$ cat src/rtl/wb_scoreboard.sv
// wb_scoreboard: per-register pending write-back counter with busy flags and issue back-pressure
module wb_scoreboard #(
    parameter int NREGS = 32,
    parameter int CNT_W = 2
) (
    input  logic        clk,
    input  logic        rst,
    input  logic        issue_valid,
    input  logic [31:0] issue_instr,
    output logic        issue_ready,
    input  logic        wb_valid,
    input  logic [4:0]  wb_rd,
    input  logic        flush,
    input  logic [4:0]  rs1_addr,
    input  logic [4:0]  rs2_addr,
    output logic        rs1_busy,
    output logic        rs2_busy,
    output logic        busy_any,
    output logic        rd_err,
    output logic        wb_err
);
    localparam logic [CNT_W-1:0] SAT = '1;

    logic [CNT_W-1:0] cnt [NREGS];
    logic [NREGS-1:0] inc, dec;
    logic [4:0]       opcode, rd;
    logic             writes, rd_in_range, wb_in_range, tracked, fire;
    logic [CNT_W-1:0] rd_cnt, wb_cnt;
    logic             unused_bits;

    function automatic logic [CNT_W-1:0] cnt_at(input logic [4:0] a);
        cnt_at = '0;
        for (int i = 1; i < NREGS; i++)
            if (a == 5'(i)) cnt_at = cnt[i];
    endfunction

    assign opcode      = issue_instr[6:2];
    assign rd          = issue_instr[11:7];
    assign unused_bits = ^{issue_instr[31:12], issue_instr[1:0]};
    assign writes      = !(opcode == 5'b01000 || opcode == 5'b11000);
    assign rd_in_range = 32'(rd) < NREGS;
    assign wb_in_range = 32'(wb_rd) < NREGS;
    assign tracked     = writes && rd != 5'd0 && rd_in_range;
    assign rd_cnt      = cnt_at(rd);
    assign wb_cnt      = cnt_at(wb_rd);
    assign issue_ready = !(tracked && rd_cnt == SAT);
    assign fire        = issue_valid && issue_ready;
    assign rs1_busy    = cnt_at(rs1_addr) != '0;
    assign rs2_busy    = cnt_at(rs2_addr) != '0;

    // per-register increment/decrement strobes and any-pending reduction
    always_comb begin
        inc      = '0;
        dec      = '0;
        busy_any = 1'b0;
        for (int i = 1; i < NREGS; i++) begin
            inc[i]   = fire && tracked && rd == 5'(i);
            dec[i]   = wb_valid && wb_rd == 5'(i) && cnt[i] != '0;
            busy_any = busy_any || cnt[i] != '0;
        end
    end

    // pending counters; simultaneous inc and dec cancel, flush discards everything
    always_ff @(posedge clk) begin
        if (rst || flush)
            for (int i = 0; i < NREGS; i++) cnt[i] <= '0;
        else begin
            cnt[0] <= '0;
            for (int i = 1; i < NREGS; i++)
                cnt[i] <= cnt[i] + CNT_W'(inc[i]) - CNT_W'(dec[i]);
        end
    end

    // sticky error flags, cleared only by reset
    always_ff @(posedge clk) begin
        if (rst) begin
            rd_err <= 1'b0;
            wb_err <= 1'b0;
        end else begin
            if (fire && writes && rd != 5'd0 && !rd_in_range) rd_err <= 1'b1;
            if (wb_valid && wb_rd != 5'd0 && wb_in_range && wb_cnt == '0) wb_err <= 1'b1;
        end
    end
endmodule

$ cat config.mk
export PLATFORM = sky130hd
export DESIGN_NAME = wb_scoreboard
export DESIGN_NICKNAME = d
export VERILOG_FILES = /design/src/rtl/wb_scoreboard.sv
export SDC_FILE = /design/constraint.sdc
export NUM_CORES = 1
export LEC_CHECK = 0
export CAP_MARGIN = 30
export CELL_PAD_IN_SITES_DETAIL_PLACEMENT = 0
export CELL_PAD_IN_SITES_GLOBAL_PLACEMENT = 1
export CORE_MARGIN = 4
export CORE_UTILIZATION = 44
export DETAILED_ROUTE_END_ITERATION = 7
export PLACE_DENSITY_LB_ADDON = 0.1
export SLEW_MARGIN = 0
export SYNTH_ARGS = -nofsm -noshare
export SYNTH_HDL_FRONTEND = slang
export SYNTH_SLANG_ARGS = --single-unit
export TNS_END_PERCENT = 10
$ cat constraint.sdc
create_clock -name clk -period 3.2 [get_ports clk]
set_input_delay 0.48 -clock clk [delete_from_list [all_inputs] [get_ports clk]]
set_output_delay 0.48 -clock clk [all_outputs]
set_load 0.01 [all_outputs]
==> flow_metrics.env, run 1 <==
export IMPL_start_util_pct=45.5
export IMPL_cts_tree="built"
export IMPL_grt_setup_unrepaired="true"
export IMPL_comb_power_share_pct=25.2
export IMPL_reg2reg_depth=15
export IMPL_outcome="finished clean"
export IMPL_chipHeight_um=134
export IMPL_num_fill_cells=1459
export IMPL_peakVddDrop_uv=241
export IMPL_yosys_warnings=0
export IMPL_switchingPower_uw=720
export IMPL_setup_viol=0
export IMPL_diodes=0
export IMPL_drt_pass1_iterations=5
export IMPL_maxCapViolations=0
export IMPL_die_w_um=134
export IMPL_core_rowCount=45
export IMPL_clk_path_buf_depth=2
export IMPL_sw_frac_of_total_pct=31.6
export IMPL_cp_arrival_ps=3340
export IMPL_drive_gt1_share_pct=23.7
export IMPL_antenna_found_initial=0
export IMPL_yosys_area_top_type="dfxtp_1"
export IMPL_worstPathRequired_ps=3400
export IMPL_maxSlewHeadroom_pct=47.0
export IMPL_leakage_nw=4.00
export IMPL_powerDensity_mw_per_mm2=251
export IMPL_cts_sinks=63
export IMPL_final_cell_area_mm2=0.00907
export IMPL_p_clk_share_pct=40.0
export IMPL_detail_route_antenna_nets=0
export IMPL_crit_type="in2reg"
export IMPL_cts_buffers=9
export IMPL_dieArea_mm2=0.0180
export IMPL_fin_crit_ps=3140
export IMPL_drt_initial_drc_count=900
export IMPL_routedWlPerCell_um=24.1
export IMPL_routed_top_layer="met4"
export IMPL_dp_hpwl_um=25000
export IMPL_pin_count=58
export IMPL_startpoint_type="primary input"
export IMPL_dr_wl_met2_um=14400
export IMPL_clkSlewWorstSetupHoldPaths_ps=60
export IMPL_remaining_drc_errors=0
export IMPL_grt_pass1_wl_um=47900
export IMPL_grt_pass1_vias=8295
export IMPL_root_buffer="clkbuf_16"
export IMPL_fin_crit_sh_pct=98.2
export IMPL_worst_slew_pin_slew_ps=795
export IMPL_wl_um=32200
export IMPL_syn_to_final_growth_pct=29.3
export IMPL_num_vias=8390
export IMPL_synth_nets=1090
export IMPL_design_core_area_mm2=0.0154
export IMPL_worstPathMaxFanout=14
export IMPL_synthArstFlopShare_pct=0
export IMPL_setup_tns_ps=0
export IMPL_skew_ps=9.74
export IMPL_netlist_instances=976
export IMPL_multi_input_area_mm2=0.00534
export IMPL_clk_latency_ps=340
export IMPL_power_internal_mw=1.56
export IMPL_regArea_mm2=0.00126
export IMPL_dpl_cell_area_mm2=0.00853
export IMPL_fin_nets=1236
export IMPL_synth_edff_count=0
export IMPL_fmax_mhz=318
export IMPL_wl_met1_um=12400
export IMPL_htreeDepth=3
export IMPL_synthDistinctLibCells=75
export IMPL_grt_usage_pct=35.0
export IMPL_synth_ff_latch_count=63
export IMPL_drv_slew=0
export IMPL_final_hold_viol_count=0
export IMPL_grt_max_degree=32
export IMPL_synth_top_cell_area_share_pct=18.0
export IMPL_vias_per_cell=6.27
export IMPL_syn_area_mm2=0.00702
export IMPL_synth_avg_cell_area_um2=7.19
export IMPL_ys_seq_area_share_pct=18.0
export IMPL_pwr_share_seq_pct=34.8
export IMPL_grt_ovfl_total=0
export IMPL_hold_depth=2
export IMPL_finalWeightedCongestion=0.987
export IMPL_end_kind="flip-flop"
export IMPL_met3_length_um=3180
export IMPL_yosys_most_used_dff="dfxtp_1"
export IMPL_io_buffers=33
export IMPL_min_path_type="reg2reg"
export IMPL_yosys_top_cells_area="dfxtp_1 (18%), ha_1 (11%), nor2_1 (6.4%)"
==> sequential cells by signal, indices dropped and copies added, names as in the netlist <==
register,cells
cnt,62
wb_err,1
==> layout by cell type (no fill, tap or decap), drive strengths merged, types with 20 or more instances in the layout <==
master,n
a21oi,52
and2,33
buf,172
clkdlybuf4s50,25
dfxtp,63
ha,62
inv,80
nand2,54
nand3,20
nor2,119
nor3,81
o21ai,57
xnor2,36
xor2,26
==> layer usage <==
layer  vias up  track usage [%]
met5         -                0
met4         0             21.1
met3       127             7.54
met2       519             56.3
met1      3977             42.8
li1       3767                -
==> cells in the mapped netlist, drive strengths merged, types with 13 or more instances <==
cell    instances
nor2          119
nor3           81
inv            80
dfxtp          63
ha             62
o21ai          57
nand2          54
a21oi          52
clkbuf         36
xnor2          36
and2           33
buf            30
xor2           26
nand3          20
mux2i          15
nand2b         14
o22ai          13
==> layout make-up <==
cell class / count / area share [%]
Clock buffer: 10 / 2.52
Multi-Input combinational cell: 767 / 58.9
Clock inverter: 6 / 0.414
Tap cell: 211 / 2.91
Timing Repair Buffer: 201 / 18.0
Inverter: 80 / 3.31
Sequential cell: 63 / 13.9
==> power groups by stage <==
stage | registers [mW] | logic, mW | clock network, mW
global route | 0.792 | 0.614 | 0.938
finish | 0.793 | 0.575 | 0.911
global placement | 0.810 | 0.536 | 0
detailed placement | 0.810 | 0.541 | 0
floorplan | 0.808 | 0.300 | 0
CTS | 0.793 | 0.554 | 0.910
==> final timing paths <==
path                 to  slack (ps)      startpoint
max          cnt[0][25]          60  issue_instr[8]
min          cnt[1][29]         570      cnt[1][29]
max reg2reg  cnt[0][17]         140      cnt[1][20]
min reg2reg  cnt[1][29]         570      cnt[1][29]
==> per-stage QoR <==
step	worst slack (ps)	hold WS (ps)	total power [mW]	util (%)	std cells
6_report	57.6	573	2.28	58.8	1338
5_1_grt	-64.8	586	2.35	58.8	1338
4_1_cts	0.199	568	2.26	57.6	1337
3_5_place_dp	-737	552	1.35	55.3	1316
3_3_place_gp	-647	526	1.35	55.3	1316
2_1_floorplan	408	505	1.11	-	976
==> worst max-delay path: stages <==
cell and delay (ps):
clkdlybuf4s15_2 260, buf_8 180, nand2b_1 160, a211o_1 280, o22ai_2 110, a311oi_2 90
o211ai_1 200, and4bb_4 270, a211oi_4 40, buf_6 150, nor4_1 410, buf_4 190
ha_1 140, xor2_1 170, xnor2_1 140, nor2_1 50
==> cells by family after synthesis <==
| group | count (synthesis) | synth area share [%] |
|---|---|---|
| AO/OA/AOI/OAI | 228 | 21.6 |
| buffers and inverters | 146 | 8.85 |
| multiplexers | 30 | 5.35 |
| other | 1 | 0.0535 |
| AND/OR/NAND/NOR | 384 | 27.3 |
| flip-flops | 63 | 18.0 |
| XOR/XNOR | 62 | 7.74 |
| adder cells (fa/ha/maj) | 62 | 11.1 |
==> timing repair <==
item,4_1_cts,5_1_grt
buffers inserted,4,1
gates resized for setup,50,42
pin swaps,15,10
hold endpoints to repair,0,0
hold buffers,0,0
setup endpoints to repair,65,34
cloned,1,0
No activity file was read; power rests on OpenSTA's default activity.
==> run 2, diff against run 1 <==
- CORE_MARGIN: 4 -> unset
- SLEW_MARGIN: 0 -> 20
==> flow_metrics.env, run 2 (synthesized netlist as in run 1, its figures left out) <==
export IMPL_whs_ps=588
export IMPL_setup_viol=0
export IMPL_skew_ps=5.11
export IMPL_fin_crit_ps=3150
export IMPL_final_common_cell="buf_4"
export IMPL_fin_cells=1337
export IMPL_clk_latency_ps=340
export IMPL_rr_startpoint="cnt[0][4]"
export IMPL_drv_slew=0
export IMPL_clk_path_buf_depth=2
export IMPL_num_fill_cells=1457
export IMPL_reg2reg_depth=14
export IMPL_root_buffer="clkbuf_16"
export IMPL_num_vias=8316
export IMPL_r2r_setup_slack_ps=130
export IMPL_design_core_area_mm2=0.0154
export IMPL_antenna_found_initial=2
export IMPL_drive_gt1_share_pct=21.9
export IMPL_largest_reg_flops=62
export IMPL_syn_to_final_growth_pct=28.9
export IMPL_worst_slew_pin_slew_ps=762
export IMPL_hold_buffers=0
export IMPL_final_cell_mix="buf_4 (151), nor2_1 (118), inv_1 (79), nor3_1 (74), dfxtp_1 (63)"
export IMPL_vias_per_cell=6.22
export IMPL_cts_sinks=63
export IMPL_grt_usage_pct=38.7
export IMPL_powerDensity_mw_per_mm2=276
export IMPL_wl_um=31300
export IMPL_drt_pass1_iterations=5
export IMPL_cts_tree="built"
export IMPL_chipHeight_um=128
export IMPL_core_rowCount=45
export IMPL_htreeDepth=3
export IMPL_grt_ovfl_total=0
export IMPL_drt_initial_drc_count=781
export IMPL_hold_start="cnt[1][31]"
export IMPL_detail_route_antenna_nets=0
export IMPL_grt_max_degree=32
export IMPL_worstPathRequired_ps=2720
export IMPL_min_path_type="reg2reg"
export IMPL_start_util_pct=45.6
export IMPL_regArea_mm2=0.00126
export IMPL_maxSlewHeadroom_pct=49.2
export IMPL_fmax_mhz=318
export IMPL_regMostFlops="cnt"
export IMPL_end_kind="primary output"
export IMPL_clkSlewWorstSetupHoldPaths_ps=60
export IMPL_fin_nets=1234
export IMPL_multi_input_area_mm2=0.00528
export IMPL_grt_setup_unrepaired="true"
export IMPL_pin_count=58
export IMPL_dieArea_mm2=0.0165
export IMPL_dp_cells=1307
export IMPL_cp_arrival_ps=2670
export IMPL_grt_pass1_vias=7978
export IMPL_hold_depth=2
export IMPL_io_buffers=33
export IMPL_hold_end="cnt[1][31]"
export IMPL_remaining_drc_errors=0
export IMPL_startpoint_type="primary input"
export IMPL_cts_buffers=9
export IMPL_dp_hpwl_um=24200
export IMPL_grt_pass1_wl_um=46600
export IMPL_die_w_um=128
export IMPL_r2r_end="cnt[1][1]"
export IMPL_final_hold_viol_count=0
export IMPL_worstPathMaxFanout=9
export IMPL_maxCapViolations=0
export IMPL_routedWlPerCell_um=23.4
export IMPL_crit_type="in2out"
export IMPL_setup_tns_ps=0
export IMPL_peakVddDrop_uv=244
export IMPL_fin_crit_sh_pct=98.3
export IMPL_leakage_nw=4.05
export IMPL_largestRegisters="cnt x62, wb_err x1"
export IMPL_finalWeightedCongestion=1.01
export IMPL_outcome="finished clean"
[run 2: changes by cell type in the layout (fill, tap and decap cells not counted), moves of 3 or more]
cell and delta:
buf_4 -7, xor2_2 -5, ha_1 +7, nor3_2 -9
xor2_1 +5, clkinv_2 -3, buf_2 +3, dfxtp_1 +3
dfxtp_2 -3, ha_2 -7, nor3_1 +8
[run 2: layout make-up]
type / count / area share [%]
diodes: 1 / 0.0277
repair buffers: 199 / 17.7
well taps: 211 / 2.92
inverters: 80 / 3.36
clock inverters: 6 / 1.02
flip-flops and latches: 63 / 13.9
clock buffers: 10 / 2.64
multi-input cells: 767 / 58.3
[run 2: worst max-delay path by stage]
stage                               start    endpoint  slack (ps)  depth (start not counted)
after floorplan            issue_instr[9]  cnt[0][11]         410                         14
after global placement     issue_instr[8]  cnt[1][15]        -590                         14
after detailed placement   issue_instr[8]  cnt[1][23]        -730                         14
after CTS                 issue_instr[11]  cnt[0][19]          -4                         15
after global routing       issue_instr[8]  cnt[1][29]         -20                         16
final                         rs1_addr[0]    rs1_busy          50                          9
[run 2: worst max-delay path, cell delays in order]
cell	delay (ps)
clkdlybuf4s50_1	560
buf_4	190
clkinvlp_4	190
a2111oi_0	470
o311a_1	240
o31a_1	160
a21oi_1	60
a21oi_1	160
buf_2	150
[run 2: timing repair]
| action | CTS | global route |
|---|---|---|
| cloned | 1 | 1 |
| pin swaps | 11 | 10 |
| endpoints found under the setup margin | 64 | 34 |
| resized for setup | 45 | 25 |
| buffers inserted | 9 | 2 |
[run 2: metal layers]
layer  GRT usage (%)  part of all wire, %
met2            63.1                   45
met3            7.39                  9.3
met1            47.9                   40
met5               0                    0
met4            21.2                  6.0
[run 2: per-stage QoR]
stage	total power [mW]	cell area, um^2	util (%)	setup WS (ps)
finish	2.50	9040	58.8	53.1
global route	2.57	9040	58.8	-19.5
CTS	2.48	8960	58.3	-4.21
detailed placement	1.35	8470	55.1	-730
global placement	1.35	8470	55.1	-590
floorplan	1.11	7020	-	408
[run 2: report_power, final]
group          internal [mW]  switching, mW  leakage, nW
logic                  0.253          0.331         3.38
clock network          0.708          0.410        0.155
registers              0.787        0.00568        0.507
==> run 3, diff against run 2 <==
- CORE_UTILIZATION: 44 -> 40
==> flow_metrics.env, run 3 (synthesized netlist as in run 1, its figures left out) <==
export IMPL_cpMostUsedCell="buf_6"
export IMPL_wl_um=30700
export IMPL_slowest_delay_ps=420
export IMPL_fin_nets=1242
export IMPL_grt_pass1_wl_um=46600
export IMPL_drv_slew=0
export IMPL_regMostFlops="cnt"
export IMPL_dpl_cell_area_mm2=0.00862
export IMPL_end_kind="primary output"
export IMPL_cts_tree="built"
export IMPL_root_buffer="clkbuf_16"
export IMPL_die_w_um=134
export IMPL_setup_viol=0
export IMPL_cts_buffers=9
export IMPL_core_rowCount=48
export IMPL_clkSlewWorstSetupHoldPaths_ps=60
export IMPL_largestRegisters="cnt x62, wb_err x1"
export IMPL_grt_pass1_vias=7553
export IMPL_met1_usage_pct=47.0
export IMPL_worstPathRequired_ps=2720
export IMPL_syn_to_final_growth_pct=31.3
export IMPL_fmax_mhz=318
export IMPL_final_util_pct=53.4
export IMPL_design_core_area_mm2=0.0172
export IMPL_drt_pass1_iterations=5
export IMPL_dp_cells=1337
export IMPL_worstPathMaxFanout=6
export IMPL_io_buffers=33
export IMPL_grt_ovfl_total=0
export IMPL_final_cell_area_mm2=0.00921
export IMPL_peakVddDrop_uv=230
export IMPL_min_path_type="reg2reg"
export IMPL_chipHeight_um=134
export IMPL_powerDensity_mw_per_mm2=258
export IMPL_skew_ps=9.49
export IMPL_grt_max_degree=32
export IMPL_grt_usage_pct=34.7
export IMPL_rr_startpoint="cnt[0][4]"
export IMPL_maxCapViolations=0
export IMPL_finalPower_mw=2.37
export IMPL_outcome="finished clean"
export IMPL_dieArea_mm2=0.0181
export IMPL_reg2reg_depth=15
export IMPL_num_fill_cells=1759
export IMPL_cp_slowest_cell="or3b_4"
export IMPL_finalWeightedCongestion=0.997
export IMPL_hold_start="cnt[1][29]"
export IMPL_critical_path_buf_inv_count=4
export IMPL_regArea_mm2=0.00126
export IMPL_hold_end="cnt[1][29]"
export IMPL_r2r_setup_slack_ps=90
export IMPL_use_met2_pct=54.4
export IMPL_remaining_drc_errors=0
export IMPL_clk_path_buf_depth=2
export IMPL_drt_initial_drc_count=751
export IMPL_multi_input_area_mm2=0.00534
export IMPL_antenna_found_initial=1
export IMPL_largest_reg_flops=62
export IMPL_fin_crit_ps=3140
export IMPL_crit_type="in2out"
export IMPL_htreeDepth=3
export IMPL_grtUsageMet3_pct=4.23
export IMPL_detail_route_antenna_nets=0
export IMPL_leakage_nw=4.11
export IMPL_setup_tns_ps=0
export IMPL_clk_latency_ps=330
export IMPL_num_vias=7929
export IMPL_grt_busiest_layer="met2"
export IMPL_fin_crit_sh_pct=98.2
export IMPL_cts_sinks=63
export IMPL_fin_cells=1357
export IMPL_worst_slew_pin_slew_ps=785
export IMPL_diodes=0
export IMPL_vias_per_cell=5.84
export IMPL_startpoint_type="primary input"
export IMPL_drive_gt1_share_pct=23.3
export IMPL_hold_depth=2
export IMPL_final_hold_viol_count=0
export IMPL_r2r_end="cnt[0][17]"
export IMPL_pin_count=58
export IMPL_dp_hpwl_um=24600
export IMPL_crit_chain="clkdlybuf4s15_2 > buf_6 > or3b_4 > o21ai_2 > a32oi_1 > a311oi_2 > o211ai_1 > and4bb_4 > a211oi_4 > buf_4 > nand3_2 > buf_6"
export IMPL_maxSlewHeadroom_pct=47.7
export IMPL_crit_family="compound AO/OA/AOI/OAI gates"
export IMPL_start_util_pct=40.7
export IMPL_final_cell_mix="buf_4 (158), nor2_1 (117), inv_1 (79), nor3_1 (73), dfxtp_1 (63)"
export IMPL_grt_setup_unrepaired="true"
export IMPL_routedWlPerCell_um=22.7
export IMPL_cp_arrival_ps=2660
export IMPL_final_common_cell="buf_4"
==> run 3: cell types whose count changed in the layout (fill, tap and decap cells not counted), sizes merged <==
cell / before / now
buf: 168 / 175
bufbuf: 0 / 1
bufinv: 2 / 1
clkbuf: 14 / 10
clkdlybuf4s15: 1 / 4
clkinv: 1 / 2
diode: 1 / 0
==> run 3: area by class of cell <==
cell class	count	share of cell area, %
multi-input combinational	767	58.0
timing repair buffer	207	18.9
sequential	63	13.7
inverter	80	3.29
tap	225	3.06
clock buffer	9	2.44
clock inverter	6	0.679
==> run 3: timing repair <==
item                                    in CTS  in global routing
cloned                                       1                  0
hold buffers                                 0                  0
endpoints found under the setup margin      39                 33
buffers inserted                             4                  0
pin swaps                                    9                 10
gates resized for setup                     48                 35
==> run 3: worst min-delay path, stage by stage, from the launching register on <==
cell	delay, ps
dfxtp_1	370
xnor2_1	80
nor2_1	70
==> run 3: worst max path at each step <==
stage,from,to,depth (start not counted)
after floorplan,issue_instr[9],cnt[0][11],14
after global placement,issue_instr[10],cnt[0][11],15
after detailed placement,issue_instr[9],cnt[0][11],16
after CTS,issue_instr[7],cnt[0][25],17
after global routing,issue_instr[10],cnt[0][17],17
final,issue_instr[9],issue_ready,12
==> run 3: where the power goes <==
| group | internal, mW | switching [mW] |
|---|---|---|
| combinational | 0.266 | 0.326 |
| clock | 0.596 | 0.391 |
| sequential | 0.787 | 0.00525 |
==> run 3: stage by stage <==
step / setup WS, ps / hold slack, ps
6_report: 56.7 / 553
5_1_grt: -20.5 / 582
4_1_cts: 2.73 / 559
3_5_place_dp: -599 / 539
3_3_place_gp: -559 / 526
2_1_floorplan: 408 / 505
==> run 3: metal layers <==
metal  up-vias  routed length [um]
met5         -                   0
met3        78                2130
met2       332               13700
li1       3769                   -
met4         0                1590
met1      3750               13400
